## config.mk

```make
export PLATFORM = sky130hd
export DESIGN_NAME = buzzer_sequencer
export DESIGN_NICKNAME = d
export VERILOG_FILES = /design/src/rtl/buzzer_pkg.sv /design/src/rtl/buzzer_note_fifo.sv /design/src/rtl/buzzer_sequencer.sv
export SDC_FILE = /design/constraint.sdc
export NUM_CORES = 1
export LEC_CHECK = 0
export BUFFER_PORTS_ARGS = -buffer_cell sky130_fd_sc_hd__buf_2
export CAP_MARGIN = 20
export CORE_MARGIN = 2
export CORE_UTILIZATION = 35
export DETAILED_ROUTE_END_ITERATION = 6
export GPL_TIMING_DRIVEN = 0
export PLACE_DENSITY = 0.6
export SLEW_MARGIN = 25
export SYNTH_ARGS = -nofsm -noshare
export SYNTH_HDL_FRONTEND = slang
export SYNTH_SLANG_ARGS = --single-unit
export TNS_END_PERCENT = 100
```

## constraint.sdc

```tcl
create_clock -name clk_in -period 5 [get_ports clk_in]
set_input_delay 0.25 -clock clk_in [delete_from_list [all_inputs] [get_ports clk_in]]
set_output_delay 0.25 -clock clk_in [all_outputs]
set_load 0.1 [all_outputs]
```

## src/rtl/buzzer_pkg.sv

```systemverilog
// Shared types and register map for the buzzer note sequencer.
package buzzer_pkg;

    typedef enum logic [1:0] {
        ST_IDLE,
        ST_LOAD,
        ST_PLAY,
        ST_GAP
    } state_t;

    localparam logic [1:0] ADDR_PER_LO = 2'd0;
    localparam logic [1:0] ADDR_PER_HI = 2'd1;
    localparam logic [1:0] ADDR_PUSH   = 2'd2;
    localparam logic [1:0] ADDR_CTRL   = 2'd3;

    localparam int STAT_BUSY    = 0;
    localparam int STAT_FULL    = 1;
    localparam int STAT_EMPTY   = 2;
    localparam int STAT_OVF     = 3;
    localparam int STAT_CNT_LSB = 4;

    localparam int CTRL_ENABLE = 0;
    localparam int CTRL_FLUSH  = 1;

    typedef struct packed {
        logic [15:0] per;
        logic [7:0]  dur;
    } note_t;

endpackage

```

## src/rtl/buzzer_note_fifo.sv

```systemverilog
// Synchronous FIFO of note entries; pushes when full and pops when empty are ignored.
module buzzer_note_fifo
    import buzzer_pkg::*;
#(
    parameter int DEPTH = 8
) (
    input  logic                       clk_in,
    input  logic                       rst,
    input  logic                       flush,
    input  logic                       push,
    input  logic                       pop,
    input  note_t                      wdata,
    output note_t                      rdata,
    output logic                       full,
    output logic                       empty,
    output logic [$clog2(DEPTH+1)-1:0] count
);
    localparam int AW = $clog2(DEPTH);
    localparam int CW = $clog2(DEPTH + 1);

    note_t          mem [DEPTH];
    logic [AW-1:0]  wr_ptr;
    logic [AW-1:0]  rd_ptr;
    logic           do_push;
    logic           do_pop;

    assign full    = (count == CW'(DEPTH));
    assign empty   = (count == '0);
    assign do_push = push && !full;
    assign do_pop  = pop && !empty;
    assign rdata   = mem[rd_ptr];

    always_ff @(posedge clk_in) begin
        if (rst || flush) begin
            wr_ptr <= '0;
            rd_ptr <= '0;
            count  <= '0;
        end else begin
            if (do_push) wr_ptr <= wr_ptr + AW'(1);
            if (do_pop)  rd_ptr <= rd_ptr + AW'(1);
            case ({do_push, do_pop})
                2'b10:   count <= count + CW'(1);
                2'b01:   count <= count - CW'(1);
                default: count <= count;
            endcase
        end
    end

    always_ff @(posedge clk_in) begin
        if (do_push) mem[wr_ptr] <= wdata;
    end

endmodule

```

## src/rtl/buzzer_sequencer.sv

```systemverilog
// Bus-programmable note sequencer driving a square wave on buzzer.
// Define BUZZER_GAP_EN to follow every sounding note with one duration unit of silence.
module buzzer_sequencer
    import buzzer_pkg::*;
#(
    parameter int TONE_DIV  = 100,
    parameter int DUR_TICKS = 10000,
    parameter int DEPTH     = 8
) (
    input  logic       clk_in,
    input  logic       rst,
    input  logic       CS_N,
    input  logic       IOW_N,
    input  logic       IOR_N,
    input  logic [1:0] addr,
    input  logic [7:0] din,
    output logic [7:0] dout,
    output logic       buzzer,
    output logic       busy
);
    localparam int PW = (TONE_DIV > 1) ? $clog2(TONE_DIV) : 1;
    localparam int DW = $clog2(255 * DUR_TICKS + 1);
    localparam int CW = $clog2(DEPTH + 1);

    logic          wr_now, wr_prev, wr_ev;
    logic          rd_now, rd_prev, rd_ev;
    logic          push, ctrl_wr, flush, abort, pop;
    logic [7:0]    per_lo, per_hi;
    logic          enable, ovf;
    note_t         head;
    logic          full, empty;
    logic [CW-1:0] count;
    logic [3:0]    cnt_sat;
    logic [7:0]    status;

    state_t        state;
    logic [15:0]   note_per;
    logic [DW-1:0] target, tcnt, tcnt_nxt;
    logic [15:0]   hcnt, hcnt_nxt;
    logic [PW-1:0] presc;
    logic          tick;

    assign wr_now  = !CS_N && !IOW_N;
    assign rd_now  = !CS_N && !IOR_N;
    assign wr_ev   = wr_now && !wr_prev;
    assign rd_ev   = rd_now && !rd_prev;
    assign push    = wr_ev && (addr == ADDR_PUSH);
    assign ctrl_wr = wr_ev && (addr == ADDR_CTRL);
    assign flush   = ctrl_wr && din[CTRL_FLUSH];
    assign abort   = ctrl_wr && (!din[CTRL_ENABLE] || din[CTRL_FLUSH]);
    assign pop     = (state == ST_LOAD);

    buzzer_note_fifo #(.DEPTH(DEPTH)) u_fifo (
        .clk_in (clk_in),
        .rst    (rst),
        .flush  (flush),
        .push   (push),
        .pop    (pop),
        .wdata  ({per_hi, per_lo, din}),
        .rdata  (head),
        .full   (full),
        .empty  (empty),
        .count  (count)
    );

    always_comb begin
        cnt_sat = (32'(count) > 15) ? 4'hF : 4'(count);
        status = '0;
        status[STAT_BUSY]            = busy;
        status[STAT_FULL]            = full;
        status[STAT_EMPTY]           = empty;
        status[STAT_OVF]             = ovf;
        status[STAT_CNT_LSB +: 4]    = cnt_sat;
    end

    always_ff @(posedge clk_in) begin
        if (rst) begin
            wr_prev <= 1'b0;
            rd_prev <= 1'b0;
            per_lo  <= '0;
            per_hi  <= '0;
            enable  <= 1'b0;
            ovf     <= 1'b0;
            dout    <= '0;
        end else begin
            wr_prev <= wr_now;
            rd_prev <= rd_now;
            if (wr_ev && addr == ADDR_PER_LO) per_lo <= din;
            if (wr_ev && addr == ADDR_PER_HI) per_hi <= din;
            if (ctrl_wr) enable <= din[CTRL_ENABLE];
            // A full FIFO drops the push even if the sequencer pops this same cycle.
            if (flush)              ovf <= 1'b0;
            else if (push && full)  ovf <= 1'b1;
            if (rd_ev)        dout <= (addr == ADDR_CTRL) ? status : 8'h00;
            else if (!rd_now) dout <= 8'h00;
        end
    end

    assign tick     = (presc == PW'(TONE_DIV - 1));
    assign tcnt_nxt = tcnt + DW'(1);
    assign hcnt_nxt = hcnt + 16'd1;

    always_ff @(posedge clk_in) begin
        if (rst) begin
            state  <= ST_IDLE;
            buzzer <= 1'b0;
            busy   <= 1'b0;
        end else if (abort) begin
            state  <= ST_IDLE;
            buzzer <= 1'b0;
            busy   <= 1'b0;
        end else begin
            case (state)
                ST_IDLE: begin
                    if (enable && !empty) begin
                        state <= ST_LOAD;
                        busy  <= 1'b1;
                    end
                end
                ST_LOAD: begin
                    note_per <= head.per;
                    target   <= DW'(head.dur) * DW'(DUR_TICKS);
                    presc    <= '0;
                    tcnt     <= '0;
                    hcnt     <= '0;
                    if (head.dur == 8'd0) begin
                        state <= ST_IDLE;
                        busy  <= 1'b0;
                    end else begin
                        state  <= ST_PLAY;
                        buzzer <= (head.per != 16'd0);
                    end
                end
                ST_PLAY: begin
                    presc <= tick ? '0 : presc + PW'(1);
                    if (tick) begin
                        if (tcnt_nxt == target) begin
                            tcnt   <= '0;
                            buzzer <= 1'b0;
`ifdef BUZZER_GAP_EN
                            state  <= ST_GAP;
`else
                            state  <= ST_IDLE;
                            busy   <= 1'b0;
`endif
                        end else begin
                            tcnt <= tcnt_nxt;
                            if (note_per != 16'd0) begin
                                if (hcnt_nxt == note_per) begin
                                    hcnt   <= '0;
                                    buzzer <= !buzzer;
                                end else begin
                                    hcnt <= hcnt_nxt;
                                end
                            end
                        end
                    end
                end
`ifdef BUZZER_GAP_EN
                ST_GAP: begin
                    presc <= tick ? '0 : presc + PW'(1);
                    if (tick) begin
                        if (tcnt_nxt == DW'(DUR_TICKS)) begin
                            state <= ST_IDLE;
                            busy  <= 1'b0;
                        end else begin
                            tcnt <= tcnt_nxt;
                        end
                    end
                end
`endif
                default: state <= ST_IDLE;
            endcase
        end
    end

endmodule
```

Word-level counts from Yosys, hierarchy flattened
Memories as Yosys holds them, arrays and structs flattened. A register that Yosys moved wholly into a read port is not among the register bits.
Index checks and enable logic that the tools add are counted.
Operators by class
  bitwise operators: 2
  reduce and logical (&&, ||, !) cells: 43
  add/subtract/negate cells: 7
  equality and inequality tests: 21
  multipliers: 1
  multiplexer cells: 34
Operators with widths (number)
  2-to-1 mux 16 bit: 4
  2-to-1 mux 22 bit: 2
  case mux 22 bit (2 select lines): 1
  case mux 16 bit (2 select lines): 1
  nonzero test 16 bit: 2
  2-to-1 mux 8 bit: 3
  adder 22 x 1 -> 22 bit, second input constant: 1
  equality test 22 bit: 1
  multiplier 8 x 10 -> 18 bit, second input constant: 1
  adder 16 x 1 -> 16 bit, second input constant: 1
  equality test 16 bit: 1
  logical AND 1 bit: 14
  inequality test 2 bit, second input constant: 7
  case mux 7 bit (2 select lines): 1
  2-to-1 mux 1 bit: 11
  AND reduction 5 bit: 2
  zero test 1 bit: 9
  AND reduction 3 bit: 3
  equality test 2 bit, second input constant: 4
  zero test 8 bit: 1
  2-to-1 mux 2 bit: 4
  case mux 4 bit (2 select lines): 1
  adder 7 x 1 -> 7 bit, second input constant: 1
  equality test 7 bit, second input constant: 1
  21 further kinds: 31
Storage, ports and cells
  flip-flop bits (word level): 121
  input port bits: 15
  logic and storage cells: 127
  bits in writable memories: 192
  memories: 1
Memory list
  u_fifo.mem: depth 8, bits a word 24, read ports 1, clocked after memory_dff 1, wr ports 1, line buzzer_note_fifo.sv:21  | note_t mem [DEPTH];

Depth between registers and ports, before layout
Gate-level depths: netlist of the first run.
  word-level depth: 7
  gate-level depth with buffers: 22
  gate-level depth less buffers: 19

Hierarchy
From an unflattened synthesis of the first run, not the netlist that was laid out.
Second synthesis, totals
  cells, all modules: 1066
  area total of the unflattened synthesis: 15223.4 um^2
By module, submodules not included
  buzzer_note_fifo: instances 1, seq. area each 6025.8 um^2, area each 7926.4 um^2, cells an instance 352
  buzzer_sequencer: instances 1, seq. area each 3012.9 um^2, area each 7297.0 um^2, cells an instance 714

Worst setup path after synthesis of the first run
OpenSTA, ideal clock, no wires.
  path kind: register to register
  start point: reg (tool-made name)
  end point: reg target[19], data pin
  required time: 4.738 ns
  cell stages (with the launch flop): 21
  path slack: -0.508 ns
  buffers on the path: 3
  arrival time: 5.246 ns
  library setup time: 0.262 ns
  cells stage by stage: dfxtp_1 -> buf_2 -> buf_2 -> buf_2 -> mux4_2 -> mux2i_1 -> ha_1 -> ha_1 -> inv_1 -> fa_1 -> fa_1 -> inv_1 -> ha_1 -> a21o_1 -> a21oi_1 -> o21ai_0 -> a21oi_1 -> o21ai_0 -> a211oi_1 -> o21bai_1 -> xor2_1
RTL lines
  end signal: assignment: line buzzer_sequencer.sv:122  | target <= DW'(head.dur) * DW'(DUR_TICKS);
  end: declaration: line buzzer_sequencer.sv:38  | logic [DW-1:0] target, tcnt, tcnt_nxt;

==> metrics.md, run 1 <==
| Metric | Value |
|---|---|
| Status | `complete, no violations` |
| Worst-margin pin slew | `0.955 ns` |
| Fill count | `3753` |
| Lkg Pwr | `6.02 nW` |
| Via count | `8637` |
| Max-slew violation count | `0` |
| Mapped cell area | `0.0149 mm2` |
| Share of layout cells above drive strength 1 | `21.9%` |
| Clock transition at path regs | `0.06 ns` |
| Die area | `0.0441 mm2` |
| Worst EP required | `5.27 ns` |
| Area delta synth->final | `17.8%` |
| Final period util | `96.6%` |
| Root Buffer | `clkbuf_16` |
| Worst Setup End Kind | `flip-flop` |
| Slew HR | `36.2%` |
| Storage element area | `0.00905 mm2` |
| Clock Latency Late Sink | `0.52 ns` |
| Final Util | `41.7%` |
| CTS tree | `built` |
| Crit-path max cell delay | `0.60 ns` |
| Final Cell Area | `0.0175 mm2` |
| Yosys cell types | `72` |
| Min-delay worst type | `in -> reg` |
| Avg Inst Size Synth | `14.5 um2` |
| Final Hold Viols | `0` |
| Post-Route WL | `31200 um` |
| Syn Nets | `1107` |
| Final Net Count | `1203` |
| DR pass1 iterations | `5` |
| Syn Inst Count | `1024` |
| Power Dens Cells | `327 mW/mm2` |
| CTS Sinks | `316` |
| CP Class | `reg -> reg` |
| Slowest CP cell | `fa_1` |
| Yosys top cell by area | `edfxtp_1` |
| FF-to-FF setup slack | `0.17 ns` |
| Synth async-reset ratio | `0%` |
| Setup violators final | `0` |
| XOR/XNOR Fraction of Synth Area | `5.62%` |
| Residual DRC | `0` |
| Multi-input gate area | `0.00558 mm2` |
| Unrepaired setup endpoints after global routing | `yes` |
| WP data arrival | `5.10 ns` |
| Mux share of post-synthesis cell area | `10.1%` |
| CTS H-tree lvls | `2` |
| Synth Flop Type | `edfxtp_1` |
| Die height | `210 um` |
| Synth Area in Adders | `6.39%` |
| IO Pins | `25` |
| Placer Congestion | `0.856` |
| Share of the synthesized area in the top cell type | `54.8%` |
| Largest net degree at the start of global routing | `24` |
| Max cap viols | `0` |
| Worst-path maximum fanout | `9` |
| Grt ovf | `0` |
| DIE WIDTH | `210 um` |
| Largest family of logic cells by synthesized area | `simple AND/OR/NAND/NOR gates` |
| Vias/cell | `5.13` |
| ANT cells | `0` |
| DP HPWL | `21100 um` |
| Maximum root-to-sink buffer count | `3` |
| Initial DRC count | `528` |
| VDD IR max | `0.368 mV` |
| Row count | `75` |
| Routed len/inst | `18.5 um` |
| I/O Buffers | `23` |
| Setup TNS | `0 ns` |
| Compound-Gate Fraction of Synth Area | `4.31%` |
| GRT Total Usage | `14.3%` |
| Initial Util | `35.4%` |
| Yosys warns | `0` |
| Critical path, cell by cell | `buf_12, buf_12, mux4_2, mux2i_4, ha_4, ha_1, inv_1, fa_1, fa_1, inv_1, ha_1, a21o_1, a21oi_2, o21ai_1, a21oi_2, o21ai_2, a211oi_2, o21bai_1, xor2_1` |
| Post-route ant nets | `0` |
| Crit path launch type | `flip-flop` |
| Ranking of synthesized cells by area | `edfxtp_1, mux4_2, dfxtp_1, ha_1, xnor2_1` |
| First-pass GRT wire length | `48800 um` |
| Core area | `0.0419 mm2` |
| CTS buffer count | `35` |
| FF+latch count, synth | `316` |
| Antenna violations before repair | `0` |
| Worst path buffer plus inverter count | `4` |
| Final worst path period need | `4.83 ns` |
| Post-synthesis simple-gate area fraction | `10.1%` |
| Sequential area share after synthesis | `60.9%` |
| F_max | `207 MHz` |
| Top delay family on crit path | `adder cells` |
| Dpl cell area | `0.0160 mm2` |
| EDFF count, synth | `271` |
| Number of global-route vias before repair | `8491` |
| Clock Skew | `0.0132 ns` |
==> synth_stat cells (4+ instances only) <==
cell	count
nand2_1	50
a22oi_1	11
nor2_1	93
mux2_2	21
mux2i_1	18
nor4_1	19
mux4_2	48
nand2b_1	6
or3_1	9
and3_1	11
dfxtp_1	45
ha_1	55
a21oi_1	22
a21o_1	4
edfxtp_1	271
and2_1	4
inv_1	55
xor2_1	26
a21boi_0	4
nand4_1	14
fa_1	13
xnor2_1	46
nor3_1	19
and4_1	6
o21ai_0	14
xnor3_1	8
clkbuf_1	21
o2111ai_1	5
buf_2	15
nand3_1	29
==> logic make-up (layout without fill, tap and decap cells) <==
logic type | Yosys count | count (layout)
xor gates and xnor gates | 81 | 81
buffers and inverters | 95 | 217
DFF | 316 | 316
muxes | 87 | 87
AOI/OAI and AO/OA | 89 | 89
and+or+nand+nor | 288 | 288
adders and majority gates | 68 | 68
==> worst reg2reg max path, delay by kind of cell (launching register included) <==
family | cells | cell delay [ns]
AOI/OAI and AO/OA | 7 | 1.01
xor gates and xnor gates | 1 | 0.14
adders and majority gates | 5 | 1.86
buffers and inverters | 4 | 0.37
DFF | 1 | 0.37
muxes | 2 | 0.82
==> area by class of cell <==
| type | instances | area share, % |
|---|---|---|
| Buffer | 38 | 1.47 |
| Clock buffer | 42 | 5.27 |
| Clock inverter | 21 | 1.57 |
| Inverter | 55 | 1.20 |
| Multi-Input combinational cell | 613 | 31.9 |
| Sequential cell | 316 | 51.7 |
| Tap cell | 539 | 3.86 |
| Timing Repair Buffer | 61 | 2.99 |
==> through the flow <==
step,power (W),worst slack (ns),hold slack (ns),instances
2_1_floorplan,0.00304,0.0315,0.327,1024
3_3_place_gp,0.00310,-1.02,0.427,1586
3_5_place_dp,0.00310,-0.976,0.442,1603
4_1_cts,0.00577,0.00223,0.0715,1673
5_1_grt,0.00591,-0.0623,0.0808,1685
6_report,0.00572,0.168,0.0913,1685
==> path summary, 6_finish.rpt <==
kind	from	endpoint	depth (start not counted)
max	flip-flop	target[19]	19
min	din[2]	u_fifo.mem[3][2]	1
max reg2reg	flip-flop	target[19]	19
min reg2reg	ovf	ovf	2
==> power breakdown <==
group	switching, W	total [W]	internal, W
Clock	0.00106	0.00266	0.00160
Combinational	0.000115	0.000189	0.0000740
Sequential	0.0000106	0.00287	0.00286
Total	0.00119	0.00572	0.00453
==> state kept, by name, indices dropped and copies added, names as in the netlist, named ones only <==
| name | flops |
|---|---|
| dout | 8 |
| buzzer | 1 |
| u_fifo.wr_ptr | 3 |
| u_fifo.rd_ptr | 3 |
| u_fifo.mem | 192 |
| state | 2 |
| rd_prev | 1 |
| u_fifo.count | 4 |
| wr_prev | 1 |
| enable | 1 |
| note_per | 16 |
| presc | 7 |
| tcnt | 22 |
| per_lo | 8 |
| hcnt | 16 |
| busy | 1 |
| per_hi | 8 |
| ovf | 1 |
| target | 18 |
==> what timing repair did <==
item | in CTS | in global routing
hold endpoints to repair | 2 | 0
resized for setup | 27 | 17
hold buffers | 4 | 0
setup endpoints to repair | 9 | 4
pin swaps | 3 | 11
buffers inserted | 5 | 12
==> cell usage in the layout, fill, tap and decap left out, drive strengths merged, types with 6 or more instances in the layout <==
cell type  synthesis  layout
edfxtp           271     271
nor2              93      93
buf               19      76
clkbuf            21      61
inv               55      58
ha                55      55
nand2             51      51
mux4              48      48
xnor2             46      46
dfxtp             45      45
nand3             31      31
xor2              26      26
a21oi             22      22
mux2              21      21
nor4              21      21
nor3              21      21
mux2i             18      18
nand4             17      17
o21ai             14      14
fa                13      13
and3              11      11
a22oi             11      11
or3                9       9
xnor3              8       8
clkinv             0       8
and4               7       7
nand2b             6       6
==> per-layer routing <==
| layer | track usage, % | up-vias | share of wire (%) |
|---|---|---|---|
| met5 | 0 | - | 0 |
| met1 | 19.9 | 4320 | 46 |
| met2 | 23.5 | 189 | 48 |
| li1 | - | 4079 | - |
| met3 | 1.89 | 49 | 4.6 |
| met4 | 4.13 | 0 | 2.0 |
Power figures use the tool's default switching activity.
==> inputs of run 2 (changes only) <==
--- a/config.mk
+++ b/config.mk
@@ -9,10 +9,10 @@
 export CAP_MARGIN = 20
 export CORE_MARGIN = 2
 export CORE_UTILIZATION = 35
+export CTS_BUF_LIST = sky130_fd_sc_hd__clkbuf_8
 export DETAILED_ROUTE_END_ITERATION = 6
 export GPL_TIMING_DRIVEN = 0
 export PLACE_DENSITY = 0.6
-export SLEW_MARGIN = 25
 export SYNTH_ARGS = -nofsm -noshare
 export SYNTH_HDL_FRONTEND = slang
 export SYNTH_SLANG_ARGS = --single-unit
==> metrics.md, run 2 (synthesized netlist as in run 1, its figures left out) <==
| Metric | Value |
|---|---|
| Status | `complete, no violations` |
| Initial Util | `35.4%` |
| ANT cells | `0` |
| FF-to-FF End | `target[20]` |
| Max cap viols | `0` |
| CTS buffer count | `52` |
| VDD IR max | `0.234 mV` |
| Regs by FF count | `u_fifo.mem (192), tcnt (22), target (18)` |
| Clock Skew | `0.0244 ns` |
| Final Util | `41.7%` |
| Max-slew violation count | `0` |
| DR pass1 iterations | `5` |
| Number of global-route vias before repair | `8721` |
| Setup violators final | `0` |
| Die height | `210 um` |
| WP data arrival | `5.17 ns` |
| Routed len/inst | `18.3 um` |
| Maximum root-to-sink buffer count | `3` |
| Antenna violations before repair | `0` |
| DIE WIDTH | `210 um` |
| Crit path launch type | `flip-flop` |
| Slew HR | `32.6%` |
| Min-delay worst type | `in -> reg` |
| First-pass GRT wire length | `49300 um` |
| Min-delay src | `din[3]` |
| Clock transition at path regs | `0.07 ns` |
| Final Cell Area | `0.0175 mm2` |
| Storage element area | `0.00905 mm2` |
| Worst EP required | `5.30 ns` |
| Placer Congestion | `0.856` |
| GRT Total Usage | `14.4%` |
| Grt ovf | `0` |
| Commonest non-fill, non-tap cell in the layout | `edfxtp_1` |
| I/O Buffers | `23` |
| CTS Sinks | `316` |
| Final period util | `97.3%` |
| Worst-path maximum fanout | `6` |
| Final Hold Viols | `0` |
| DP Cell Count | `1601` |
| Max reg flops | `192` |
| Lkg Pwr | `6.06 nW` |
| FF-to-FF setup slack | `0.13 ns` |
| F_max | `205 MHz` |
| Via count | `8696` |
| WHS Path Cells | `1` |
| Most frequent cells in the layout | `edfxtp_1, nor2_1, inv_1, clkbuf_8` |
| Residual DRC | `0` |
| Core area | `0.0419 mm2` |
| Final setup margin | `0.133 ns` |
| Clock Latency Late Sink | `0.59 ns` |
| Dpl cell area | `0.0160 mm2` |
| Fill count | `3773` |
| Post-route ant nets | `0` |
| Worst Setup End Kind | `flip-flop` |
| Post-Route WL | `31500 um` |
| Final worst path period need | `4.87 ns` |
| Multi-input gate area | `0.00565 mm2` |
| Largest reg by FF count | `u_fifo.mem` |
| Final std cells w/o fill | `1720` |
| Largest net degree at the start of global routing | `25` |
| Power Dens Cells | `308 mW/mm2` |
| Initial DRC count | `557` |
| Area delta synth->final | `17.7%` |
| Die area | `0.0441 mm2` |
| CTS tree | `built` |
| Worst-margin pin slew | `1.01 ns` |
| Worst slack, placed | `-0.999 ns` |
| Hold Path End | `u_fifo.mem[2][3]` |
| Worst reg2reg path depth | `19` |
| Share of layout cells above drive strength 1 | `23.0%` |
| IO Pins | `25` |
| CTS H-tree lvls | `2` |
| Final Net Count | `1222` |
| DP HPWL | `20900 um` |
| Root Buffer | `clkbuf_8` |
| Vias/cell | `5.06` |
| CP Class | `reg -> reg` |
| Row count | `75` |
## run 2: worst max-delay path, cell delays in order (launching register included)
cell and delay (ns):
dfxtp_4 0.37, buf_12 0.10, buf_12 0.10, buf_12 0.12, mux4_2 0.54, mux2i_4 0.24
ha_4 0.25, ha_4 0.26, inv_2 0.04, fa_1 0.47, fa_1 0.55, fa_1 0.48
nor2b_1 0.13, o21ai_1 0.08, a21boi_1 0.26, o21ai_2 0.12, a21boi_2 0.18, o21ai_2 0.09
nand2_1 0.11, o311ai_2 0.11
## run 2: metal layers
layer,part of all wire [%],track usage [%],vias to the layer above
li1,-,-,4118
met2,48,23.4,216
met3,5.2,2.65,55
met5,0,0,-
met4,2.0,4.40,0
met1,45,19.7,4307
## run 2: worst max path at each step
stage | from | cells after the start | to | slack, ns
detailed placement | flip-flop | 20 | target[19] | -1.0
global placement | flip-flop | 20 | target[19] | -1.02
global route | flip-flop | 23 | target[20] | -0.08
finish | flip-flop | 19 | target[20] | 0.13
floorplan | flip-flop | 20 | target[19] | 0.03
CTS | flip-flop | 17 | target[19] | -0.0002
## run 2: report_power, final
| part | switching (W) | internal, W | total, W |
|---|---|---|---|
| registers | 0.0000106 | 0.00286 | 0.00287 |
| clock network | 0.00102 | 0.00129 | 0.00231 |
| logic | 0.000120 | 0.0000828 | 0.000203 |
## run 2: metrics by stage
step           total power, W   TNS [ns]  hold slack, ns
5_1_grt               0.00559     -0.143          0.0138
3_5_place_dp          0.00310      -5.44           0.442
2_1_floorplan         0.00304          0           0.327
6_report              0.00539          0          0.0326
3_3_place_gp          0.00310     -35.76           0.427
4_1_cts               0.00543  -0.000215         0.00459
## run 2: timing repair
item | 4_1_cts | 5_1_grt
gates resized for setup | 32 | 28
endpoints found under the setup margin | 9 | 4
cloned | 0 | 0
hold endpoints to repair | 4 | 0
hold buffers | 6 | 0
setup buffers | 8 | 9
pin swaps | 8 | 19
## run 2: layout make-up
cell class	count	area share [%]
Sequential cell	316	51.8
Multi-Input combinational cell	613	32.3
Inverter	55	1.20
Tap cell	539	3.86
Timing Repair Buffer	62	3.11
Clock buffer	56	4.41
Clock inverter	40	1.70
Buffer	39	1.65
==> inputs of run 3 (changes only) <==
--- a/config.mk
+++ b/config.mk
@@ -5,6 +5,7 @@
 export SDC_FILE = /design/constraint.sdc
 export NUM_CORES = 1
 export LEC_CHECK = 0
+export ABC_AREA = 1
 export BUFFER_PORTS_ARGS = -buffer_cell sky130_fd_sc_hd__buf_2
 export CAP_MARGIN = 20
 export CORE_MARGIN = 2
==> metrics.md, run 3 <==
| Metric | Value |
|---|---|
| Final std cells w/o fill | `2216` |
| Largest net degree at the start of global routing | `35` |
| Yosys top cell by area | `edfxtp_1` |
| Final worst path period need | `4.77 ns` |
| Ranking of synthesized cells by area | `edfxtp_1, nand2_1, nor2_1, dfxtp_1, ha_1` |
| Area delta synth->final | `16.9%` |
| Setup violators final | `0` |
| Vias/cell | `4.91` |
| Max cap viols | `0` |
| FF-to-FF setup slack | `0.23 ns` |
| Slew HR | `37.9%` |
| Largest reg by FF count | `u_fifo.mem` |
| Final period util | `95.5%` |
| Number of global-route vias before repair | `10600` |
| DR pass1 iterations | `5` |
| DIE WIDTH | `211 um` |
| Synth Flop Type | `edfxtp_1` |
| Avg Inst Size Synth | `9.94 um2` |
| FF+latch count, synth | `316` |
| Synth async-reset ratio | `0%` |
| Worst EP required | `5.36 ns` |
| Syn Inst Count | `1511` |
| Worst-path maximum fanout | `10` |
| Post-Route WL | `36500 um` |
| Worst path buffer plus inverter count | `4` |
| Most frequent cells in the layout | `nand2_1, edfxtp_1, nor2_1, inv_1, o21ai_0` |
| Clock Latency Late Sink | `0.61 ns` |
| Post-route ant nets | `0` |
| I/O Buffers | `23` |
| F_max | `209 MHz` |
| Final Net Count | `1718` |
| VDD IR max | `0.202 mV` |
| CTS Sinks | `316` |
| DP HPWL | `25600 um` |
| GRT Total Usage | `16.6%` |
| Worst-margin pin slew | `0.929 ns` |
| Power Dens Cells | `354 mW/mm2` |
| Via count | `10900` |
| Top delay family on crit path | `adder cells` |
| Regs by FF count | `u_fifo.mem (192), tcnt (22), target (18)` |
| ANT cells | `0` |
| Crit-path max cell delay | `0.59 ns` |
| CTS H-tree lvls | `2` |
| Min-delay worst type | `in -> reg` |
| Total power | `0.00621 W` |
| Clock transition at path regs | `0.07 ns` |
| Crit path launch type | `flip-flop` |
| CP Class | `reg -> reg` |
| Routed len/inst | `16.5 um` |
| Row count | `75` |
| Status | `complete, no violations` |
| Share of layout cells above drive strength 1 | `12.2%` |
| Core area | `0.0421 mm2` |
| Die area | `0.0446 mm2` |
| Die height | `211 um` |
| Commonest non-fill, non-tap cell in the layout | `nand2_1` |
| DP Cell Count | `2094` |
| Top cells by count, synth | `nand2_1, edfxtp_1, nor2_1` |
| CTS buffer count | `53` |
| Initial Util | `35.6%` |
| Clock Skew | `0.0232 ns` |
| Syn Nets | `1594` |
| Residual DRC | `0` |
| CTS tree | `built` |
| Slowest CP cell | `o21ai_1` |
| EDFF count, synth | `271` |
| Most common cell in the synthesized netlist | `nand2_1` |
| Critical path, cell by cell | `clkinvlp_4, clkbuf_4, buf_2, o21ai_1, ha_1, inv_2, fa_1, fa_1, fa_2, o21ai_4, nand2_1, nand2_1, a21oi_2, o21ai_0, a21o_1, nand2_1, nand2_1, a21oi_1, xor2_1` |
| Yosys cell types | `39` |
| Most used cell along the critical path | `nand2_1` |
| Worst Setup End Kind | `flip-flop` |
| Share of the synthesized area in the top cell type | `54.2%` |
| Initial DRC count | `720` |
| IO Pins | `25` |
| Grt ovf | `0` |
| Max reg flops | `192` |
| Lkg Pwr | `6.89 nW` |
| Mapped cell area | `0.0150 mm2` |
| First-pass GRT wire length | `57400 um` |
| Sequential area share after synthesis | `60.2%` |
| Root Buffer | `clkbuf_8` |
| Final Hold Viols | `0` |
| WP data arrival | `5.13 ns` |
| Max-slew violation count | `0` |
| Antenna violations before repair | `0` |
| Placer Congestion | `0.859` |
| Maximum root-to-sink buffer count | `3` |
| Yosys warns | `0` |
[run 3: cell types whose count changed in the layout (fill, tap and decap cells not counted), sizes merged, moves of 16 or more]
| cell | previous run | this run |
|---|---|---|
| o22ai | 3 | 27 |
| xnor2 | 46 | 4 |
| nor4 | 21 | 5 |
| inv | 71 | 158 |
| nand3 | 31 | 72 |
| mux4 | 48 | 0 |
| nor2 | 93 | 252 |
| o21ai | 14 | 120 |
| a21oi | 22 | 69 |
| mux2i | 18 | 0 |
| mux2 | 21 | 0 |
| nand2 | 51 | 300 |
[run 3: kinds of logic (layout without fill, tap and decap cells)]
kind of cell               after synthesis  after routing  share of synthesized area (%)
and+or+nand+nor                        670            670                           18.4
DFF                                    316            316                           60.2
AOI/OAI and AO/OA                      239            239                           8.49
buffers and inverters                  194            360                           4.93
adders and majority gates               68             68                           6.32
xor gates and xnor gates                24             24                           1.69
[run 3: worst paths after layout]
kind,from,endpoint,depth (start not counted)
worst max-delay path,flip-flop,target[20],19
worst max register to register,flip-flop,target[20],19
worst min register to register,enable,enable,2
worst min-delay path,din[1],u_fifo.mem[1][1],1
[run 3: cell type report]
| cell class | count | area, um2 |
|---|---|---|
| inverters | 150 | 578 |
| flip-flops and latches | 316 | 9040 |
| repair inverters | 1 | 5.00 |
| plain buffers | 40 | 294 |
| well taps | 539 | 674 |
| fillers | 4009 | 24600 |
| clock buffers | 54 | 743 |
| repair buffers | 72 | 614 |
| clock inverters | 43 | 226 |
| multi-input cells | 1001 | 5380 |
[run 3: per-layer routing]
layer	part of all wire, %	GRT usage, %	vias up
met3	5.6	2.54	58
li1	-	-	5380
met4	2.2	5.03	0
met1	44	21.7	5182
met5	0	0	-
met2	48	28.2	268
[run 3: timing repair]
action	4_1_cts	5_1_grt
pin swaps	3	13
endpoints found under the hold margin	67	0
gates cloned	1	0
setup buffers	2	15
resized for setup	41	40
setup endpoints to repair	11	5
hold buffers	11	0
[run 3: per-stage QoR]
stage	instance area (um2)	util, %	setup TNS (ns)	hold WS (ns)	setup WS, ns
5_1_grt	17600	41.7	-0.0189	0.0125	-0.0157
3_5_place_dp	16100	38.3	-9.31	0.441	-1.43
4_1_cts	17300	41.2	0	0.00580	0.000701
2_1_floorplan	15000	-	0	0.327	0.0258
3_3_place_gp	15800	37.6	-59.55	0.430	-1.60
6_report	17600	41.7	0	0.0299	0.227
[run 3: where the power goes]
group	internal [W]	leakage [nW]	switching [W]
sequential	0.00304	2.87	0.000127
combinational	0.000327	3.49	0.000585
clock	0.00107	0.531	0.00107
total	0.00443	6.89	0.00178
